$ cat src/rtl/gpu_def_pkg.sv
// Shared GPU memory-port definitions: the command bundle that every requester
// and the DDR-side port exchange, plus the transfer size encodings.
package gpu_def;

   localparam logic [1:0] MEM_SIZE_8B  = 2'd0;
   localparam logic [1:0] MEM_SIZE_32B = 2'd1;

   typedef struct packed {
      logic [1:0]   size;
      logic         write;
      logic [14:0]  adr;
      logic [2:0]   subadr;
      logic [15:0]  mask;
      logic [255:0] data;
   } mem_cmd_t;

endpackage

$ cat src/rtl/gpu_mem_fifo.sv
// Small in-order FIFO holding the owner index of each outstanding read.
// The head is readable combinationally so a return can be steered in the same cycle.
module gpu_mem_fifo #(
   parameter int WIDTH  = 2,
   parameter int DEPTH  = 4,
   parameter int ADDR_W = 2
) (
   input  logic             i_clk,
   input  logic             i_rst,
   input  logic             i_push,
   input  logic [WIDTH-1:0] i_pushData,
   output logic             o_accept,
   input  logic             i_pop,
   output logic             o_valid,
   output logic [WIDTH-1:0] o_popData
);

   logic [WIDTH-1:0]  mem_q [DEPTH];
   logic [ADDR_W-1:0] wr_ptr_q, wr_ptr_d;
   logic [ADDR_W-1:0] rd_ptr_q, rd_ptr_d;
   logic [ADDR_W:0]   count_q, count_d;
   logic              do_push, do_pop;

   assign o_valid   = (count_q != '0);
   assign o_popData = mem_q[rd_ptr_q];
   // A pop in the same cycle frees a slot, so a full FIFO still accepts then.
   assign o_accept  = (count_q != (ADDR_W+1)'(DEPTH)) || i_pop;
   assign do_pop    = i_pop && o_valid;
   assign do_push   = i_push && o_accept;

   always_comb begin
      wr_ptr_d = wr_ptr_q;
      rd_ptr_d = rd_ptr_q;
      count_d  = count_q;
      if (do_push) begin
         wr_ptr_d = wr_ptr_q + 1'b1;
      end
      if (do_pop) begin
         rd_ptr_d = rd_ptr_q + 1'b1;
      end
      if (do_push && !do_pop) begin
         count_d = count_q + 1'b1;
      end else if (!do_push && do_pop) begin
         count_d = count_q - 1'b1;
      end
   end

   always_ff @(posedge i_clk) begin
      if (i_rst) begin
         wr_ptr_q <= '0;
         rd_ptr_q <= '0;
         count_q  <= '0;
      end else begin
         wr_ptr_q <= wr_ptr_d;
         rd_ptr_q <= rd_ptr_d;
         count_q  <= count_d;
      end
   end

   always_ff @(posedge i_clk) begin
      if (do_push) begin
         mem_q[wr_ptr_q] <= i_pushData;
      end
   end

endmodule

$ cat src/rtl/gpu_mem_arbiter.sv
// Shares the DDR command port between GPU requesters with round-robin plus lock,
// and steers read returns back to their issuer through an in-order owner FIFO.
module gpu_mem_arbiter
   import gpu_def::*;
#(
   parameter int NREQ      = 4,
   parameter int TAG_DEPTH = 4,
   parameter int TAG_AW    = 2
) (
   input  logic                i_clk,
   input  logic                i_rst,
   input  logic [NREQ-1:0]     i_reqCommand,
   output logic [NREQ-1:0]     o_reqBusy,
   input  logic [NREQ-1:0]     i_reqLock,
   input  logic [2*NREQ-1:0]   i_reqCommandSize,
   input  logic [NREQ-1:0]     i_reqWrite,
   input  logic [15*NREQ-1:0]  i_reqAdr,
   input  logic [3*NREQ-1:0]   i_reqSubadr,
   input  logic [16*NREQ-1:0]  i_reqWriteMask,
   input  logic [256*NREQ-1:0] i_reqDataOut,
   output logic [NREQ-1:0]     o_reqDataInValid,
   output logic [255:0]        o_reqDataIn,
   output logic                o_command,
   input  logic                i_busy,
   output logic [1:0]          o_commandSize,
   output logic                o_write,
   output logic [14:0]         o_adr,
   output logic [2:0]          o_subadr,
   output logic [15:0]         o_writeMask,
   output logic [255:0]        o_dataOut,
   input  logic [255:0]        i_dataIn,
   input  logic                i_dataInValid,
   output logic                o_readPending,
   output logic                o_errUnexpectedData
);

   localparam int REQ_W = (NREQ > 1) ? $clog2(NREQ) : 1;

   logic [REQ_W-1:0] rr_ptr_q, rr_ptr_d;
   logic [REQ_W-1:0] lock_owner_q, lock_owner_d;
   logic             lock_valid_q, lock_valid_d;
   logic             err_q, err_d;

   mem_cmd_t         req_cmd [NREQ];
   mem_cmd_t         win_cmd;
   logic [NREQ-1:0]  eligible;
   logic [REQ_W:0]   pick;
   logic             win_valid;
   logic [REQ_W-1:0] win_idx;
   logic             grant, transfer;
   logic             tag_accept, tag_valid, tag_push, tag_pop;
   logic [REQ_W-1:0] tag_head;

   // First eligible index at or after ptr, wrapping; MSB flags that one was found.
   function automatic logic [REQ_W:0] rr_pick(input logic [NREQ-1:0] elig,
                                               input logic [REQ_W-1:0] ptr);
      logic             found;
      logic [REQ_W-1:0] idx;
      int               k;
      found = 1'b0;
      idx   = '0;
      for (int i = 0; i < NREQ; i++) begin
         k = (int'(ptr) + i) % NREQ;
         if (!found && elig[k]) begin
            found = 1'b1;
            idx   = REQ_W'(k);
         end
      end
      return {found, idx};
   endfunction

   for (genvar gi = 0; gi < NREQ; gi++) begin : g_req
      assign req_cmd[gi] = {i_reqCommandSize[2*gi +: 2], i_reqWrite[gi],
                            i_reqAdr[15*gi +: 15], i_reqSubadr[3*gi +: 3],
                            i_reqWriteMask[16*gi +: 16], i_reqDataOut[256*gi +: 256]};
      // Reads need a free owner slot; writes never wait on the FIFO.
      assign eligible[gi] = i_reqCommand[gi] && (req_cmd[gi].write || tag_accept);
      assign o_reqBusy[gi] = !(grant && (win_idx == REQ_W'(gi)) && !i_busy);
      assign o_reqDataInValid[gi] = tag_pop && (tag_head == REQ_W'(gi));
   end

   always_comb begin
      pick = rr_pick(eligible, rr_ptr_q);
      if (lock_valid_q) begin
         // A held lock reserves the port even when its owner is idle.
         win_valid = eligible[lock_owner_q];
         win_idx   = lock_owner_q;
      end else begin
         win_valid = pick[REQ_W];
         win_idx   = pick[REQ_W-1:0];
      end
   end

   assign grant    = win_valid && !i_rst;
   assign transfer = grant && !i_busy;
   assign win_cmd  = grant ? req_cmd[win_idx] : '0;
   assign tag_push = transfer && !win_cmd.write;
   assign tag_pop  = i_dataInValid && tag_valid && !i_rst;

   assign o_command     = grant;
   assign o_commandSize = win_cmd.size;
   assign o_write       = win_cmd.write;
   assign o_adr         = win_cmd.adr;
   assign o_subadr      = win_cmd.subadr;
   assign o_writeMask   = win_cmd.mask;
   assign o_dataOut     = win_cmd.data;

   assign o_reqDataIn         = i_rst ? '0 : i_dataIn;
   assign o_readPending       = tag_valid && !i_rst;
   assign o_errUnexpectedData = err_q && !i_rst;

   always_comb begin
      rr_ptr_d     = rr_ptr_q;
      lock_owner_d = lock_owner_q;
      lock_valid_d = lock_valid_q;
      err_d        = err_q || (i_dataInValid && !tag_valid);
      if (transfer) begin
         rr_ptr_d     = (win_idx == REQ_W'(NREQ - 1)) ? '0 : win_idx + 1'b1;
         lock_valid_d = i_reqLock[win_idx];
         lock_owner_d = win_idx;
      end else if (lock_valid_q && !i_reqLock[lock_owner_q]) begin
         lock_valid_d = 1'b0;
      end
   end

   always_ff @(posedge i_clk) begin
      if (i_rst) begin
         rr_ptr_q     <= '0;
         lock_owner_q <= '0;
         lock_valid_q <= 1'b0;
         err_q        <= 1'b0;
      end else begin
         rr_ptr_q     <= rr_ptr_d;
         lock_owner_q <= lock_owner_d;
         lock_valid_q <= lock_valid_d;
         err_q        <= err_d;
      end
   end

   gpu_mem_fifo #(
      .WIDTH  (REQ_W),
      .DEPTH  (TAG_DEPTH),
      .ADDR_W (TAG_AW)
   ) u_owner_fifo (
      .i_clk      (i_clk),
      .i_rst      (i_rst),
      .i_push     (tag_push),
      .i_pushData (win_idx),
      .o_accept   (tag_accept),
      .i_pop      (tag_pop),
      .o_valid    (tag_valid),
      .o_popData  (tag_head)
   );

endmodule

$ cat config.mk
export PLATFORM = sky130hd
export DESIGN_NAME = gpu_mem_arbiter
export DESIGN_NICKNAME = d
export VERILOG_FILES = /design/src/rtl/gpu_def_pkg.sv /design/src/rtl/gpu_mem_fifo.sv /design/src/rtl/gpu_mem_arbiter.sv
export SDC_FILE = /design/constraint.sdc
export NUM_CORES = 1
export LEC_CHECK = 0
export ABC_CLOCK_PERIOD_IN_PS = 18000
export BUFFER_PORTS_ARGS = -buffer_cell sky130_fd_sc_hd__buf_2
export CAP_MARGIN = 20
export CORE_AREA = 3 3 789 791
export CTS_CLUSTER_SIZE = 16
export DETAILED_ROUTE_END_ITERATION = 16
export DIE_AREA = 0 0 792 794
export MAX_ROUTING_LAYER = met4
export PLACE_DENSITY = 0.3
export SETUP_SLACK_MARGIN = 0.5
export SYNTH_ARGS = -nofsm -noshare
export SYNTH_HDL_FRONTEND = slang
export SYNTH_HIERARCHICAL = 1
export SYNTH_SLANG_ARGS = --single-unit
$ cat constraint.sdc
create_clock -name i_clk -period 18 [get_ports i_clk]
set_input_delay 3.6 -clock i_clk [delete_from_list [all_inputs] [get_ports i_clk]]
set_output_delay 3.6 -clock i_clk [all_outputs]
set_load 0.005 [all_outputs]
==> flow_summary.json, run 1 <==
{
  "synth_ff_type": "dfxtp_1",
  "ys_seq_elements": 23,
  "syn_inst": 1117,
  "ys_warn_count": 6,
  "yosysTopAreaCell": "mux4_2",
  "synth_top_area_share_pct": 54.60,
  "haltStage": "global placement",
  "synth_cell_types": 51,
  "pin_count": 2000,
  "die_h_um": 794,
  "error": "[ERROR GPL-0305] RePlAce diverged during gradient descent calculation, resulting in an invalid step length (Inf or NaN). This is often caused by numerical instability ...",
  "syn_avg_cell_area_um2": 10.97,
  "initial_core_util_pct": 1.990,
  "numPortBuffers": 1999,
  "die_x_um": 792,
  "num_rows": 288,
  "synthArstFlopShare_pct": 0,
  "syn-num-nets": 2567,
  "synth-edff-count": 8,
  "status": "stopped before the end",
  "synth_area_um2": 12250,
  "synth_area_leaders": "mux4_2 (55%), and2_1 (15%), nor2b_1 (13%)",
  "seq_area_frac_synth_pct": 4.412
}
## cells by family after synthesis
| family | synth area share (%) |
|---|---|
| compound gates | 2.533 |
| xor+xnor | 0.2859 |
| fa+ha+maj | 1.083 |
| buf+inv | 6.445 |
| flops | 4.412 |
| mux | 54.94 |
| simple gates | 30.30 |
## Yosys cell counts, types with 2 or more instances
cell	instances
mux4_2	297
and2_1	294
nor2b_1	258
clkbuf_1	67
buf_2	31
buf_6	30
dfxtp_1	15
nor2_1	13
o21ai_0	10
ha_1	9
nand3_1	9
edfxtp_1	8
a21oi_1	5
and3_1	5
inv_1	5
and3_2	4
nand2_1	4
o311ai_0	4
xor2_1	4
a21o_1	3
mux2i_1	3
o21a_1	3
a211o_1	2
a211oi_1	2
buf_4	2
nor3_2	2
o21ai_1	2
o31ai_1	2
or3_1	2
==> inputs of run 2 (changes only) <==
--- a/config.mk
+++ b/config.mk
@@ -9,12 +9,9 @@
 export BUFFER_PORTS_ARGS = -buffer_cell sky130_fd_sc_hd__buf_2
 export CAP_MARGIN = 20
 export CORE_AREA = 3 3 789 791
-export CTS_CLUSTER_SIZE = 16
 export DETAILED_ROUTE_END_ITERATION = 16
 export DIE_AREA = 0 0 792 794
-export MAX_ROUTING_LAYER = met4
-export PLACE_DENSITY = 0.3
-export SETUP_SLACK_MARGIN = 0.5
+export PLACE_DENSITY_LB_ADDON = 0.15
 export SYNTH_ARGS = -nofsm -noshare
 export SYNTH_HDL_FRONTEND = slang
 export SYNTH_HIERARCHICAL = 1
==> flow_summary.json, run 2 <==
{
  "power_frac_comb_pct": 96.1,
  "synth_ff_type": "dfxtp_1",
  "synth_area_um2": 12250,
  "grt_pass1_vias": 22060,
  "p_switching_mw": 2.057,
  "skew_ns": 0.003878,
  "fin_util_pct": 5.259,
  "rsz0062_at_grt": "false",
  "setup.worst_path.start_class": "input port",
  "timing.rr.end": "u_owner_fifo/count_q[2]",
  "synth_top_area_share_pct": 54.60,
  "numPortBuffers": 1999,
  "synthArstFlopShare_pct": 0,
  "rr_startpoint": "u_owner_fifo/count_q[0]",
  "ir_drop_v": 0.00006873,
  "area_growth_pct": 164.2,
  "seq_area_frac_synth_pct": 4.412,
  "worst_pin_slew_ns": 1.322,
  "die_x_um": 792,
  "core_um2": 615500,
  "vias": 22670,
  "synth-edff-count": 8,
  "dp.cells": 11130,
  "fin_crit_ns": 13.06,
  "dpl.hpwl_um": 407100,
  "setup_viol": 0,
  "fmax_ghz": 0.07656,
  "drv_slew": 0,
  "yosysMostFrequentCell": "mux4_2",
  "drt_iter0_drc": 1798,
  "worstPathMaxFanout": 104,
  "grt_pass1_wl_um": 482900,
  "drc_errors": 0,
  "wl_per_cell_um": 37.94,
  "status": "complete, but fails checks",
  "postRouteAntennaNets": 1,
  "die_area_um2": 628800,
  "largest_registers": "u_owner_fifo/mem_q x8, u_owner_fifo/count_q x3",
  "cts_buffer_depth": 2,
  "min_path_cells": 2,
  "cts_setup_buffers": 0,
  "fillers": 73250,
  "fin_area_um2": 32370,
  "gp_congestion": 1.023,
  "syn_inst": 1117,
  "clkLatencyLatePin_ns": 0.26,
  "switching_share_pct": 61.77,
  "cts_sinks": 23,
  "ys_seq_elements": 23,
  "synth_cell_types": 51,
  "dp_slack_ns": 4.810,
  "dr.pass1.iters": 7,
  "cp.arrival_ns": 9.46,
  "sequentialPowerShare_pct": 2.4,
  "path_clk_slew_ns": 0.07,
  "largest_register_ffs": 8,
  "drive_above_1_share_pct": 77.78,
  "leakagePower_nw": 12.31,
  "power_density_nw_per_um2": 102.9,
  "clockRootBuffer": "clkbuf_16",
  "numCtsBuffers": 3,
  "rrSetupSlack_ns": 11.33,
  "num_rows": 288,
  "grt_start_max_net_pins": 105,
  "antenna_found_initial": 630,
  "instances_no_fill": 11280,
  "cap_violations": 0,
  "internal_power_mw": 1.273,
  "die_h_um": 794,
  "layout_common_cells": "buf_2 (1,998), mux4_2 (297), and2_1 (294), nor2b_1 (258), buf_4 (21)",
  "nets": 4466,
  "fin_ws_ns": 4.939,
  "drt-total-wl_um": 427900,
  "grt.overflow.total": 0,
  "grtUsageTotal_pct": 13.00,
  "relSlewSlack_pct": 11.72,
  "tns_ns": 0,
  "cts_resized": 0,
  "top_register": "u_owner_fifo/mem_q",
  "fin_hold_ws_ns": 0.4983,
  "post-route-period-util_pct": 72.56,
  "pin_count": 2000,
  "critPathKind": "input port to output port",
  "finalHoldViolCount": 0,
  "cts_tree": "built",
  "required_ns": 14.40,
  "hold_path_class": "flip-flop to flip-flop",
  "violations": "antenna rules",
  "syn_avg_cell_area_um2": 10.97,
  "ys_warn_count": 6,
  "clockPowerShare_pct": 1.5,
  "yosysTopAreaCell": "mux4_2",
  "htreeDepth": 1,
  "post_drt_via_cell_ratio": 2.010,
  "initial_core_util_pct": 1.990,
  "hold_end": "err_q",
  "ff2ff_path_depth": 18,
  "hold_buffers": 0,
  "power_mw": 3.330,
  "syn-num-nets": 2567,
  "synth_common_cells": "mux4_2 (297), and2_1 (294), nor2b_1 (258), clkbuf_1 (67), buf_2 (31)",
  "final_common_cell": "buf_2",
  "synth_area_leaders": "mux4_2 (55%), and2_1 (15%), nor2b_1 (13%)",
  "dpl_cell_area_um2": 31930,
  "end_kind": "output port",
  "worstHoldStart": "err_q"
}
-- run 2: cell type report --
type | instances | area (um2) | area share, %
clock buffers | 3 | 75.07 | 0.2319
diodes | 143 | 357.8 | 1.105
well taps | 8120 | 10160 | 31.39
clock inverters | 1 | 5.005 | 0.01546
multi-input cells | 956 | 10930 | 33.76
flip-flops and latches | 23 | 540.5 | 1.670
inverters | 7 | 41.29 | 0.1276
repair buffers | 2025 | 10260 | 31.71
-- run 2: logic make-up after synthesis --
| logic type | after synthesis | synth area share [%] |
|---|---|---|
| AO/OA/AOI/OAI | 42 | 2.533 |
| XOR/XNOR | 4 | 0.2859 |
| adder cells (fa/ha/maj) | 10 | 1.083 |
| buffers and inverters | 138 | 6.445 |
| flip-flops | 23 | 4.412 |
| multiplexers | 301 | 54.94 |
| AND/OR/NAND/NOR | 599 | 30.30 |
-- run 2: power groups by stage --
stage	Clock, mW	Sequential [mW]	Combinational [mW]
5_1_grt	0.0545	0.0821	3.37
3_5_place_dp	0	0.0811	3.36
3_3_place_gp	0	0.0820	3.36
4_1_cts	0.0532	0.0800	3.36
2_1_floorplan	0	0.0730	1.43
6_report	0.0516	0.0799	3.20
-- run 2: worst max path at each step --
stage | cells past startpoint | start | slack [ns] | to
after floorplan | 16 | i_rst | 7.44 | o_adr[0]
after global routing | 14 | i_rst | 4.52 | o_dataOut[199]
after detailed placement | 14 | i_rst | 4.81 | o_dataOut[199]
after CTS | 14 | i_rst | 4.80 | o_dataOut[199]
final | 14 | i_rst | 4.94 | o_dataOut[203]
after global placement | 14 | i_rst | 4.93 | o_dataOut[166]
-- run 2: metal layers --
metal,global-route usage (%),share of wire [%]
met5,0,0.25
met4,1.178,2.0
met3,4.458,9.1
met2,23.11,49
met1,15.55,40
-- run 2: worst max-delay path: stages --
cell and delay (ns):
buf_8 0.34, inv_1 0.21, and3_1 0.26, or4b_1 0.85, o21ai_2 0.40, o21ai_0 0.24, a21oi_1 0.25, nand2_1 0.36
inv_8 0.41, buf_4 0.60, buf_12 0.45, mux4_2 0.50, and2_1 0.38, buf_2 0.20
Note: power is estimated with default switching activity, not from simulation.
==> inputs of run 3 (changes only) <==
--- a/config.mk
+++ b/config.mk
@@ -5,12 +5,12 @@
 export SDC_FILE = /design/constraint.sdc
 export NUM_CORES = 1
 export LEC_CHECK = 0
-export ABC_CLOCK_PERIOD_IN_PS = 18000
+export ABC_CLOCK_PERIOD_IN_PS = 11800
 export BUFFER_PORTS_ARGS = -buffer_cell sky130_fd_sc_hd__buf_2
 export CAP_MARGIN = 20
-export CORE_AREA = 3 3 789 791
+export CORE_AREA = 3 3 787 789
 export DETAILED_ROUTE_END_ITERATION = 16
-export DIE_AREA = 0 0 792 794
+export DIE_AREA = 0 0 790 792
 export PLACE_DENSITY_LB_ADDON = 0.15
 export SYNTH_ARGS = -nofsm -noshare
 export SYNTH_HDL_FRONTEND = slang
==> constraint.sdc (replaced) <==
create_clock -name i_clk -period 11.8 [get_ports i_clk]
set_input_delay 2.36 -clock i_clk [delete_from_list [all_inputs] [get_ports i_clk]]
set_output_delay 2.36 -clock i_clk [all_outputs]
set_load 0.005 [all_outputs]
==> flow_summary.json, run 3 (same netlist as run 2, synthesis figures left out) <==
{
  "die_area_um2": 625700,
  "grt_pass1_vias": 22290,
  "rsz0062_at_grt": "false",
  "path_clk_slew_ns": 0.07,
  "numPortBuffers": 1999,
  "top_usage_layer": "met2",
  "cap_violations": 0,
  "fin_util_pct": 5.344,
  "instances_no_fill": 11360,
  "drive_above_1_share_pct": 77.93,
  "fin_area_um2": 32790,
  "rr_startpoint": "u_owner_fifo/count_q[0]",
  "worstHoldStart": "err_q",
  "p_switching_mw": 3.092,
  "hold_buffers": 0,
  "wl_per_cell_um": 39.82,
  "fillers": 73020,
  "relSlewSlack_pct": 27.07,
  "use_met1_pct": 15.44,
  "fmax_ghz": 0.09767,
  "skew_ns": 0.004576,
  "clkLatencyLatePin_ns": 0.27,
  "switching_share_pct": 60.79,
  "ff2ff_path_depth": 18,
  "initial_core_util_pct": 1.996,
  "drt_iter0_drc": 1795,
  "min_path_cells": 2,
  "num_rows": 288,
  "cts_buffer_depth": 2,
  "finalHoldViolCount": 0,
  "final_common_cell": "buf_2",
  "post_drt_via_cell_ratio": 2.043,
  "vias": 23220,
  "drc_errors": 0,
  "rrSetupSlack_ns": 5.21,
  "grt_start_max_net_pins": 88,
  "grtUsageTotal_pct": 13.78,
  "end_kind": "output port",
  "dpl.hpwl_um": 432000,
  "internal_power_mw": 1.995,
  "clockPowerShare_pct": 1.5,
  "largest_registers": "u_owner_fifo/mem_q x8, u_owner_fifo/count_q x3",
  "nets": 4487,
  "sequentialPowerShare_pct": 2.4,
  "status": "finished, final reports clean",
  "cts_resized": 0,
  "dpl_cell_area_um2": 32200,
  "worstPathMaxFanout": 87,
  "numCtsBuffers": 3,
  "antenna_found_initial": 642,
  "dr.pass1.iters": 5,
  "required_ns": 9.44,
  "layout_common_cells": "buf_2 (1,998), mux4_2 (297), and2_1 (294), nor2b_1 (258), buf_4 (34)",
  "power_density_nw_per_um2": 155.1,
  "critPathKind": "input port to output port",
  "setup.worst_path.start_class": "input port",
  "postRouteAntennaNets": 0,
  "hold_end": "err_q",
  "cts_tree": "built",
  "gp_congestion": 1.027,
  "drt-total-wl_um": 452400,
  "grt.overflow.total": 0,
  "tns_ns": 0,
  "htreeDepth": 1,
  "leakagePower_nw": 12.46,
  "gr-usage-met3_pct": 5.419,
  "hold_path_class": "flip-flop to flip-flop",
  "timing.rr.end": "u_owner_fifo/count_q[2]",
  "setup_viol": 0,
  "worst_pin_slew_ns": 1.094,
  "cts_setup_buffers": 0,
  "die_h_um": 792,
  "cp.arrival_ns": 7.88,
  "top_register": "u_owner_fifo/mem_q",
  "pin_count": 2000,
  "die_x_um": 790,
  "area_growth_pct": 167.7,
  "drv_slew": 0,
  "largest_register_ffs": 8,
  "grt_util_met2_pct": 25.07,
  "clockRootBuffer": "clkbuf_16",
  "cts_sinks": 23,
  "ir_drop_v": 0.0001278,
  "core_um2": 613700,
  "post-route-period-util_pct": 86.77,
  "fin_crit_ns": 10.24,
  "dp.cells": 11150,
  "power_frac_comb_pct": 96.1,
  "grt_pass1_wl_um": 504900
}
run 3: how the worst max path moves through the flow:
stage	startpoint	end	slack [ns]
after floorplan	i_rst	o_adr[0]	3.72
after global placement	i_rst	o_adr[1]	1.41
after detailed placement	i_rst	o_adr[1]	1.39
after CTS	i_rst	o_adr[1]	1.38
final	i_rst	o_adr[11]	1.56
after global routing	i_rst	o_adr[1]	1.21
run 3: final cells by class:
cell class / count / area [um2] / area share, %
Antenna cell: 206 / 515.5 / 1.572
Clock buffer: 3 / 75.07 / 0.2289
Clock inverter: 1 / 5.005 / 0.01526
Inverter: 7 / 41.29 / 0.1259
Multi-Input combinational cell: 956 / 10930 / 33.32
Sequential cell: 23 / 540.5 / 1.648
Tap cell: 8120 / 10160 / 30.98
Timing Repair Buffer: 2046 / 10530 / 32.11
run 3: critical path: stages:
cell and delay (ns):
buf_8 0.41, inv_1 0.29, and3_1 0.28, or4b_1 0.84
o21ai_2 0.38, o21ai_0 0.18, a21oi_1 0.29, nand2_1 0.29
inv_8 0.41, buf_4 0.64, mux4_2 0.55, and2_1 0.37
buf_2 0.22
run 3: power by group through the flow:
stage | clock network, mW | logic [mW] | registers (mW)
floorplan | 0 | 2.18 | 0.111
CTS | 0.0799 | 5.14 | 0.122
finish | 0.0782 | 4.89 | 0.122
global placement | 0 | 5.15 | 0.126
global route | 0.0826 | 5.18 | 0.124
detailed placement | 0 | 5.13 | 0.124
run 3: per-layer routing:
| layer | wire length [um] | up-vias |
|---|---|---|
| li1 | - | 8317 |
| met1 | 170300 | 11560 |
| met2 | 227600 | 2290 |
| met3 | 43090 | 896 |
| met4 | 10350 | 158 |
| met5 | 1059 | - |
run 3: per-stage QoR:
step           setup WS [ns]  hold WS, ns  total power [mW]
2_1_floorplan          3.724       0.4290             2.288
3_3_place_gp           1.413       0.4719             5.277
3_5_place_dp           1.387       0.4602             5.256
4_1_cts                1.375       0.4864             5.346
5_1_grt                1.215       0.5295             5.384
6_report               1.562       0.4884             5.086
